**config.mk**
```make
export PLATFORM = sky130hd
export DESIGN_NAME = rr_encoder_arbiter_flat
export DESIGN_NICKNAME = d
export VERILOG_FILES = /design/src/rtl/rr_encoder_arbiter_if.sv /design/src/rtl/rr_encoder_arbiter.sv /design/src/flat_wrapper.sv
export SDC_FILE = /design/constraint.sdc
export NUM_CORES = 1
export LEC_CHECK = 0
export ABC_AREA = 1
export BUFFER_PORTS_ARGS = -buffer_cell sky130_fd_sc_hd__buf_2
export CAP_MARGIN = 20
export CORE_UTILIZATION = 56
export DETAILED_ROUTE_END_ITERATION = 10
export GPL_ROUTABILITY_DRIVEN = 0
export PLACE_DENSITY = 0.78
export SLEW_MARGIN = 20
export SYNTH_ARGS = -nofsm -noshare
export SYNTH_HDL_FRONTEND = slang
export SYNTH_SLANG_ARGS = --single-unit
```
**constraint.sdc**
```tcl
create_clock -name clk -period 3.05 [get_ports clk]
set_input_delay 0.61 -clock clk [delete_from_list [all_inputs] [get_ports clk]]
set_output_delay 0.61 -clock clk [all_outputs]
set_load 0.05 [all_outputs]
```
**src/rtl/rr_encoder_arbiter_if.sv**
```systemverilog
// rtl/rr_encoder_arbiter_if.sv - request/grant bundle between requesters and the round-robin arbiter
interface rr_encoder_arbiter_if;
  logic       En;
  logic [7:0] req;
  logic [7:0] gnt;
  logic [2:0] gnt_idx;
  logic       gnt_valid;
  logic [2:0] ptr;

  modport master (
    output En,
    output req,
    input  gnt,
    input  gnt_idx,
    input  gnt_valid,
    input  ptr
  );

  modport slave (
    input  En,
    input  req,
    output gnt,
    output gnt_idx,
    output gnt_valid,
    output ptr
  );
endinterface

```
**src/rtl/rr_encoder_arbiter.sv**
```systemverilog
// rtl/rr_encoder_arbiter.sv - 8-requester round-robin arbiter with bounded tenure and encoded grant
module rr_encoder_arbiter #(
  parameter int unsigned N_REQ    = 8,
  parameter int unsigned MAX_HOLD = 4
) (
  input  logic                 clk,
  input  logic                 rst,
  rr_encoder_arbiter_if.slave  bus
);

  localparam int unsigned IW = 3;
  localparam int unsigned HW = (MAX_HOLD < 1) ? 1 : $clog2(MAX_HOLD + 1);
  localparam bit          LIMITED = (MAX_HOLD != 0);

  typedef enum logic {
    IDLE  = 1'b0,
    GRANT = 1'b1
  } state_t;

  state_t             state_q, state_d;
  logic [N_REQ-1:0]   gnt_q, gnt_d;
  logic [IW-1:0]      idx_q, idx_d;
  logic               valid_q, valid_d;
  logic [IW-1:0]      ptr_q, ptr_d;
  logic [HW-1:0]      hold_q, hold_d;

  logic [IW-1:0]      win_idx;
  logic [IW-1:0]      cand;
  logic               tenure_done;

  // Pick the first requester at or after ptr; scanning offsets from high to low lets the nearest one win.
  always_comb begin
    win_idx = ptr_q;
    cand    = ptr_q;
    for (int k = N_REQ - 1; k >= 0; k--) begin
      cand = ptr_q + IW'(k);
      if (bus.req[cand] == 1'b1) begin
        win_idx = cand;
      end
    end
  end

  assign tenure_done = LIMITED && (hold_q == HW'(MAX_HOLD));

  // Next-state and next-output decision; En is always tested first so X on req cannot leak while disabled.
  always_comb begin
    state_d = state_q;
    gnt_d   = gnt_q;
    idx_d   = idx_q;
    valid_d = valid_q;
    ptr_d   = ptr_q;
    hold_d  = hold_q;
    case (state_q)
      IDLE: begin
        gnt_d   = '0;
        idx_d   = '0;
        valid_d = 1'b0;
        hold_d  = '0;
        if (bus.En && (bus.req != '0)) begin
          state_d = GRANT;
          gnt_d   = N_REQ'(1) << win_idx;
          idx_d   = win_idx;
          valid_d = 1'b1;
          hold_d  = HW'(1);
        end
      end
      GRANT: begin
        if (!bus.En) begin
          // revoked: priority does not advance
          state_d = IDLE;
          gnt_d   = '0;
          idx_d   = '0;
          valid_d = 1'b0;
          hold_d  = '0;
        end else if (!bus.req[idx_q] || tenure_done) begin
          // completed tenure: the owner drops to lowest priority
          state_d = IDLE;
          gnt_d   = '0;
          idx_d   = '0;
          valid_d = 1'b0;
          hold_d  = '0;
          ptr_d   = idx_q + IW'(1);
        end else if (LIMITED && (hold_q < HW'(MAX_HOLD))) begin
          hold_d = hold_q + HW'(1);
        end
      end
      default: begin
        state_d = IDLE;
        gnt_d   = '0;
        idx_d   = '0;
        valid_d = 1'b0;
        hold_d  = '0;
      end
    endcase
  end

  // State and output registers; reset overrides everything including an active tenure.
  always_ff @(posedge clk) begin
    if (rst) begin
      state_q <= IDLE;
      gnt_q   <= '0;
      idx_q   <= '0;
      valid_q <= 1'b0;
      ptr_q   <= '0;
      hold_q  <= '0;
    end else begin
      state_q <= state_d;
      gnt_q   <= gnt_d;
      idx_q   <= idx_d;
      valid_q <= valid_d;
      ptr_q   <= ptr_d;
      hold_q  <= hold_d;
    end
  end

  assign bus.gnt       = gnt_q;
  assign bus.gnt_idx   = idx_q;
  assign bus.gnt_valid = valid_q;
  assign bus.ptr       = ptr_q;

endmodule

```
**src/flat_wrapper.sv**
```systemverilog
// flat-port wrapper written by rule: the top's interface ports become plain ports
module rr_encoder_arbiter_flat 
#(
  parameter int unsigned N_REQ    = 8,
  parameter int unsigned MAX_HOLD = 4
)
  (clk, rst, bus_En, bus_req, bus_gnt, bus_gnt_idx, bus_gnt_valid, bus_ptr);
  rr_encoder_arbiter_if bus_i ();
  input  logic clk;
  input  logic rst;
  input wire logic [$bits(bus_i.En)-1:0] bus_En;
  input wire logic [$bits(bus_i.req)-1:0] bus_req;
  output wire logic [$bits(bus_i.gnt)-1:0] bus_gnt;
  output wire logic [$bits(bus_i.gnt_idx)-1:0] bus_gnt_idx;
  output wire logic [$bits(bus_i.gnt_valid)-1:0] bus_gnt_valid;
  output wire logic [$bits(bus_i.ptr)-1:0] bus_ptr;
  assign bus_i.En = bus_En;
  assign bus_i.req = bus_req;
  assign bus_gnt = bus_i.gnt;
  assign bus_gnt_idx = bus_i.gnt_idx;
  assign bus_gnt_valid = bus_i.gnt_valid;
  assign bus_ptr = bus_i.ptr;
  rr_encoder_arbiter #(.N_REQ(N_REQ), .MAX_HOLD(MAX_HOLD)) u_core (.clk(clk), .rst(rst), .bus(bus_i));
endmodule
```
# Yosys cells after proc, flatten, opt, wreduce, memory -nomap -nowiden
# Index checks and enable logic that the tools add are counted.
# totals
ff_bits,19
inputBits,11
elab_cells,81
# op_classes
add_sub_neg,9
n_lt_le_gt_ge,10
eq_ne,3
n_shift,1
muxes,46
bitwise_logic,1
n_reduce_logical,5
# ops
cell,count
3-bit 2-to-1 mux,14
"3-bit by 4-bit less-than comparator with 1-bit output, second input constant",9
1-bit binary-select mux with 3-bit select,9
8-bit 2-to-1 mux,3
8-bit case mux with 2 select lines,1
1-bit 2-to-1 mux,15
"3-bit adder, second input constant",4
3-bit case mux with 2 select lines,2
"3-bit by 1-bit adder with 3-bit output, second input constant",3
8-bit nonzero test,1
"1-bit by 3-bit left shift with 8-bit output, first input constant",1
"3-bit by 2-bit adder with 3-bit output, second input constant",2
"4-bit != test, second input constant",1
1-bit case mux with 2 select lines,2
"3-bit equality test, second input constant",1
"3-bit less-than comparator, second input constant",1
"3-bit != test, second input constant",1
3-bit AND reduction,1
1-bit logical AND,1
1-bit logical NOT,1
1-bit logical OR,1
1-bit inverter,1

# Depth between registers and ports, before layout
# logic_depth
word_depth,14
depth_mapped,22
mapped_depth_nobuf,20

# Worst setup path after synthesis
# No wires, ideal clock.
# synth_timing
path_kind,register to register
from,"register u_core.ptr_q[1], in the netlist u_core.bus.ptr[1]"
to,"register u_core.gnt_q[0], in the netlist u_core.bus.gnt[0]"
arrival_time_ns,2.537
path_slack_ns,0.442
stages_incl_launch_ff,18
path_cell_list,dfxtp_1 > buf_4 > inv_2 > buf_4 > ha_1 > inv_1 > nand3_1 > nand3_2 > nand2_2 > a21oi_1 > nand2_1 > nand2_1 > nand2_1 > nand2_1 > nand2_2 > a21oi_4 > nand2_2 > o21bai_1
# synth_between
elab_chain_cells,14
word_cells_on_any_way,34
cone_classes,add/sub: 7; shift: 1; mux: 26
# synth_lines
item,line_no,text
start: declaration,rr_encoder_arbiter.sv:24,"logic [IW-1:0] ptr_q, ptr_d;"
start signal: assignment,rr_encoder_arbiter.sv:111,ptr_q <= ptr_d;
3-bit adder,rr_encoder_arbiter.sv:36,cand = ptr_q + IW'(k);
1-bit binary-select mux with 3-bit select,rr_encoder_arbiter.sv:37,if (bus.req[cand] == 1'b1) begin
1-bit 2-to-1 mux (implied by the code),rr_encoder_arbiter.sv:37,
3-bit 2-to-1 mux (7 in series),rr_encoder_arbiter.sv:37,
3-bit 2-to-1 mux (*),rr_encoder_arbiter.sv:37,
1-bit by 3-bit left shift with 8-bit output (*),rr_encoder_arbiter.sv:61,gnt_d = N_REQ'(1) << win_idx;
8-bit 2-to-1 mux (*),rr_encoder_arbiter.sv:59,if (bus.En && (bus.req != '0)) begin
8-bit case mux with 2 select lines (*),rr_encoder_arbiter.sv:53,case (state_q)
end signal: assignment,rr_encoder_arbiter.sv:108,gnt_q <= gnt_d;
end: declaration,rr_encoder_arbiter.sv:21,"logic [N_REQ-1:0] gnt_q, gnt_d;"
# Mark *: on every way between the ends. The rest lies on a longest branch, timed or not. The select of a mux whose other input is x is not followed.
# A chain may end at the register's enable or synchronous reset.

# Worst setup path in the final report
# layout_timing
from,"register u_core.ptr_q[0], in the netlist u_core.bus.ptr[0]"
to,"register u_core.gnt_q[2], in the netlist u_core.bus.gnt[2]"
# Same word-level chain as after synthesis.

==> impl_metrics.tcl <==
set metrics [dict create \
    min_period_over_period_pct 77.58 \
    area_growth_pct 10.23 \
    grtUsageTotal_pct 29.15 \
    critPathRequiredTime_ns 3.28 \
    grt_max_degree 12 \
    setup_viol 0 \
    finalSetupTns_ns 0 \
    postSynthCellCount 234 \
    cpMostUsedCell "nand2_1" \
    clk_latency_ns 0.29 \
    drtAntennaViolNets 0 \
    synth_seq_cells 19 \
    peakVddDrop_v 0.0003697 \
    max_stage_delay_ns 0.41 \
    start_util_pct 60.57 \
    finalWirelength_um 3784 \
    grt_pass1_vias 1468 \
    post_cts_buffers 0 \
    port_buffers 25 \
    cts.clk_slew.worst_paths_ns 0.11 \
    hold_depth 2 \
    numClockSinks 19 \
    drt_iter0_drc 55 \
    worst-path-stages 18 \
    syn_avg_cell_area_um2 6.588 \
    end_kind "flip-flop" \
    post-dp-hpwl_um 3009 \
    rows 18 \
    die_x_um 54.47 \
    dieArea_um2 2966 \
    powerDensity_nw_per_um2 420.8 \
    cp_cell_sequence "inv_4 > ha_1 > inv_1 > nand3_1 > nand3_2 > nand2_1 > nand2_1 > nand2_1 > nand2_1 > nand2_1 > nand2_1 > nand2_1 > nand2_1 > nand2_1 > nand2_2 > inv_2 > nand2_1 > o21bai_1" \
    hp-class "reg2reg" \
    slew_violations 0 \
    yosys_warnings 0 \
    hold_buffers 0 \
    num_io_pins 26 \
    cp_max_fo 11 \
    cp.arrival_ns 2.60 \
    vias 1592 \
    grt_overflow 0 \
    cts_resized 0 \
    synth_edf_count 0 \
    skew_ns 0.001467 \
    status "finished clean" \
    preCtsSetupSlack_ns 0.7695 \
    drv_cap 0 \
    worst_slack_ns 0.6837 \
    numCtsBuffers 3 \
    startpoint_type "flip-flop" \
    critPathTopFamily "simple AND/OR/NAND/NOR gates" \
    grt_pass1_wl_um 6216 \
    tightest_slew_ns 0.4787 \
    mappedNetlistArea_um2 1541 \
    route.detailed.drc 0 \
    die_h_um 54.47 \
    ff2ff_path_depth 18 \
    finalHoldViolCount 0 \
    synthFlopType "dfxtp_1" \
    synth-async-reset-ratio_pct 0 \
    crit_slowest_cell "ha_1" \
    worst-path-buf-inv 3 \
    worstSetupPathType "reg2reg" \
    nets 278 \
    syn_nets 250 \
    antenna_found_initial 0 \
    max_freq_mhz 422.6 \
    avgViaCountPerCell 5.471 \
    relSlewSlack_pct 68.04 \
    diodes 0 \
    rsz0062_at_grt "no" \
    seq_area_frac_synth_pct 24.68 \
    power_leakage_nw 0.8506 \
    cts_tree "yes" \
    ctsHtreeMaxLevel 1 \
    wl_per_cell_um 13.00 \
    min_period_ns 2.366 \
    core_area_um2 2545 \
    cts_buffer_depth 2 \
    drive_gt1_share_pct 24.52 \
    firstDrtPassIters 4 \
    root_buffer "clkbuf_4" \
    post_synth_num_cell_types 32 \
]
==> worst paths after layout <==
path                                                   startpoint  slack [ns]                                end
worst max register to register     u_core.bus.ptr[0]$_SDFFE_PP0P_        0.68     u_core.bus.gnt[2]$_SDFFE_PP0P_
worst min-delay path            u_core.bus.gnt_valid$_SDFFE_PP0P_        0.45  u_core.bus.gnt_valid$_SDFFE_PP0P_
worst max-delay path               u_core.bus.ptr[0]$_SDFFE_PP0P_        0.68     u_core.bus.gnt[2]$_SDFFE_PP0P_
worst min register to register  u_core.bus.gnt_valid$_SDFFE_PP0P_        0.45  u_core.bus.gnt_valid$_SDFFE_PP0P_
==> logic make-up after synthesis <==
logic type | count (synthesis) | share of synthesized area (%)
compound gates | 35 | 13.96
mux | 1 | 0.7305
simple gates | 135 | 42.69
buf+inv | 36 | 11.20
flops | 19 | 24.68
xor+xnor | 3 | 2.679
fa+ha+maj | 5 | 4.058
==> layout by cell type, fill, tap and decap left out, types with 3 or more instances in the layout <==
cell type	n
a21oi_1	9
buf_2	25
buf_4	3
clkbuf_4	3
dfxtp_1	19
ha_1	5
inv_1	25
inv_2	4
nand2_1	62
nand2_2	10
nand3_1	35
nand3_2	9
nor2_1	12
o21ai_0	8
o21ai_1	5
o21bai_1	3
==> cell type report <==
type                            count  area [um2]
Sequential cell                    19       380.4
Fill cell                         253       845.8
Tap cell                           30       37.54
Inverter                           31       118.9
Multi-Input combinational cell    179       988.4
Timing Repair Buffer               28       147.6
Clock buffer                        4       26.28
==> power breakdown <==
part           internal [W]  total (W)  switching (W)
sequential         0.000260   0.000272      0.0000118
combinational      0.000100   0.000315       0.000215
clock             0.0000509   0.000127      0.0000766
==> synth_stat cells (all sizes together) (2+ instances only) <==
cell type  count  area share (%)
nand2         74              21
o22ai          2            0.81
dfxtp         19              25
a21oi         10             4.0
a211oi         2            0.97
xor2           2             1.6
a31oi          2            0.81
o32ai          2             1.1
nor2          14             3.7
o21bai         3             1.5
buf            5             3.5
nand3         44              17
o21ai         14             4.8
ha             5             4.1
inv           30             7.5
nor4           2            0.81
==> layer usage <==
layer / routed length [um] / up-vias / GRT usage, %
met5: 0 / - / 0
met4: 65 / 0 / 8.120
met3: 182 / 11 / 1.944
met2: 1894 / 51 / 54.27
met1: 1641 / 704 / 35.46
li1: - / 826 / -
==> sequential cells by signal, indices dropped and copies added (netlist names) <==
signal / count
u_core.bus.gnt: 8
u_core.bus.gnt_idx: 3
u_core.bus.gnt_valid: 1
u_core.bus.ptr: 3
u_core.hold_q: 3
u_core.state_q: 1
==> worst reg2reg max path, delay by kind of cell, from the launching register on <==
family / cells / cell delay [ns]
AND/OR/NAND/NOR: 13 / 1.00
AO/OA/AOI/OAI: 1 / 0.14
adder cells (fa/ha/maj): 1 / 0.41
flip-flops: 1 / 0.39
buffers and inverters: 3 / 0.35
==> stage by stage <==
step	power, W	hold slack (ns)	util, %	cells	area (um2)
after detailed placement	0.0005879	0.4368	65.73	287	1673
after floorplan	0.0005252	0.4621	-	234	1541
after CTS	0.0007130	0.4598	66.77	291	1699
final	0.0007150	0.4548	66.77	291	1699
after global placement	0.0005861	0.4349	65.73	287	1673
after global routing	0.0007671	0.4828	66.77	291	1699
(Power assumes the default switching activity.)
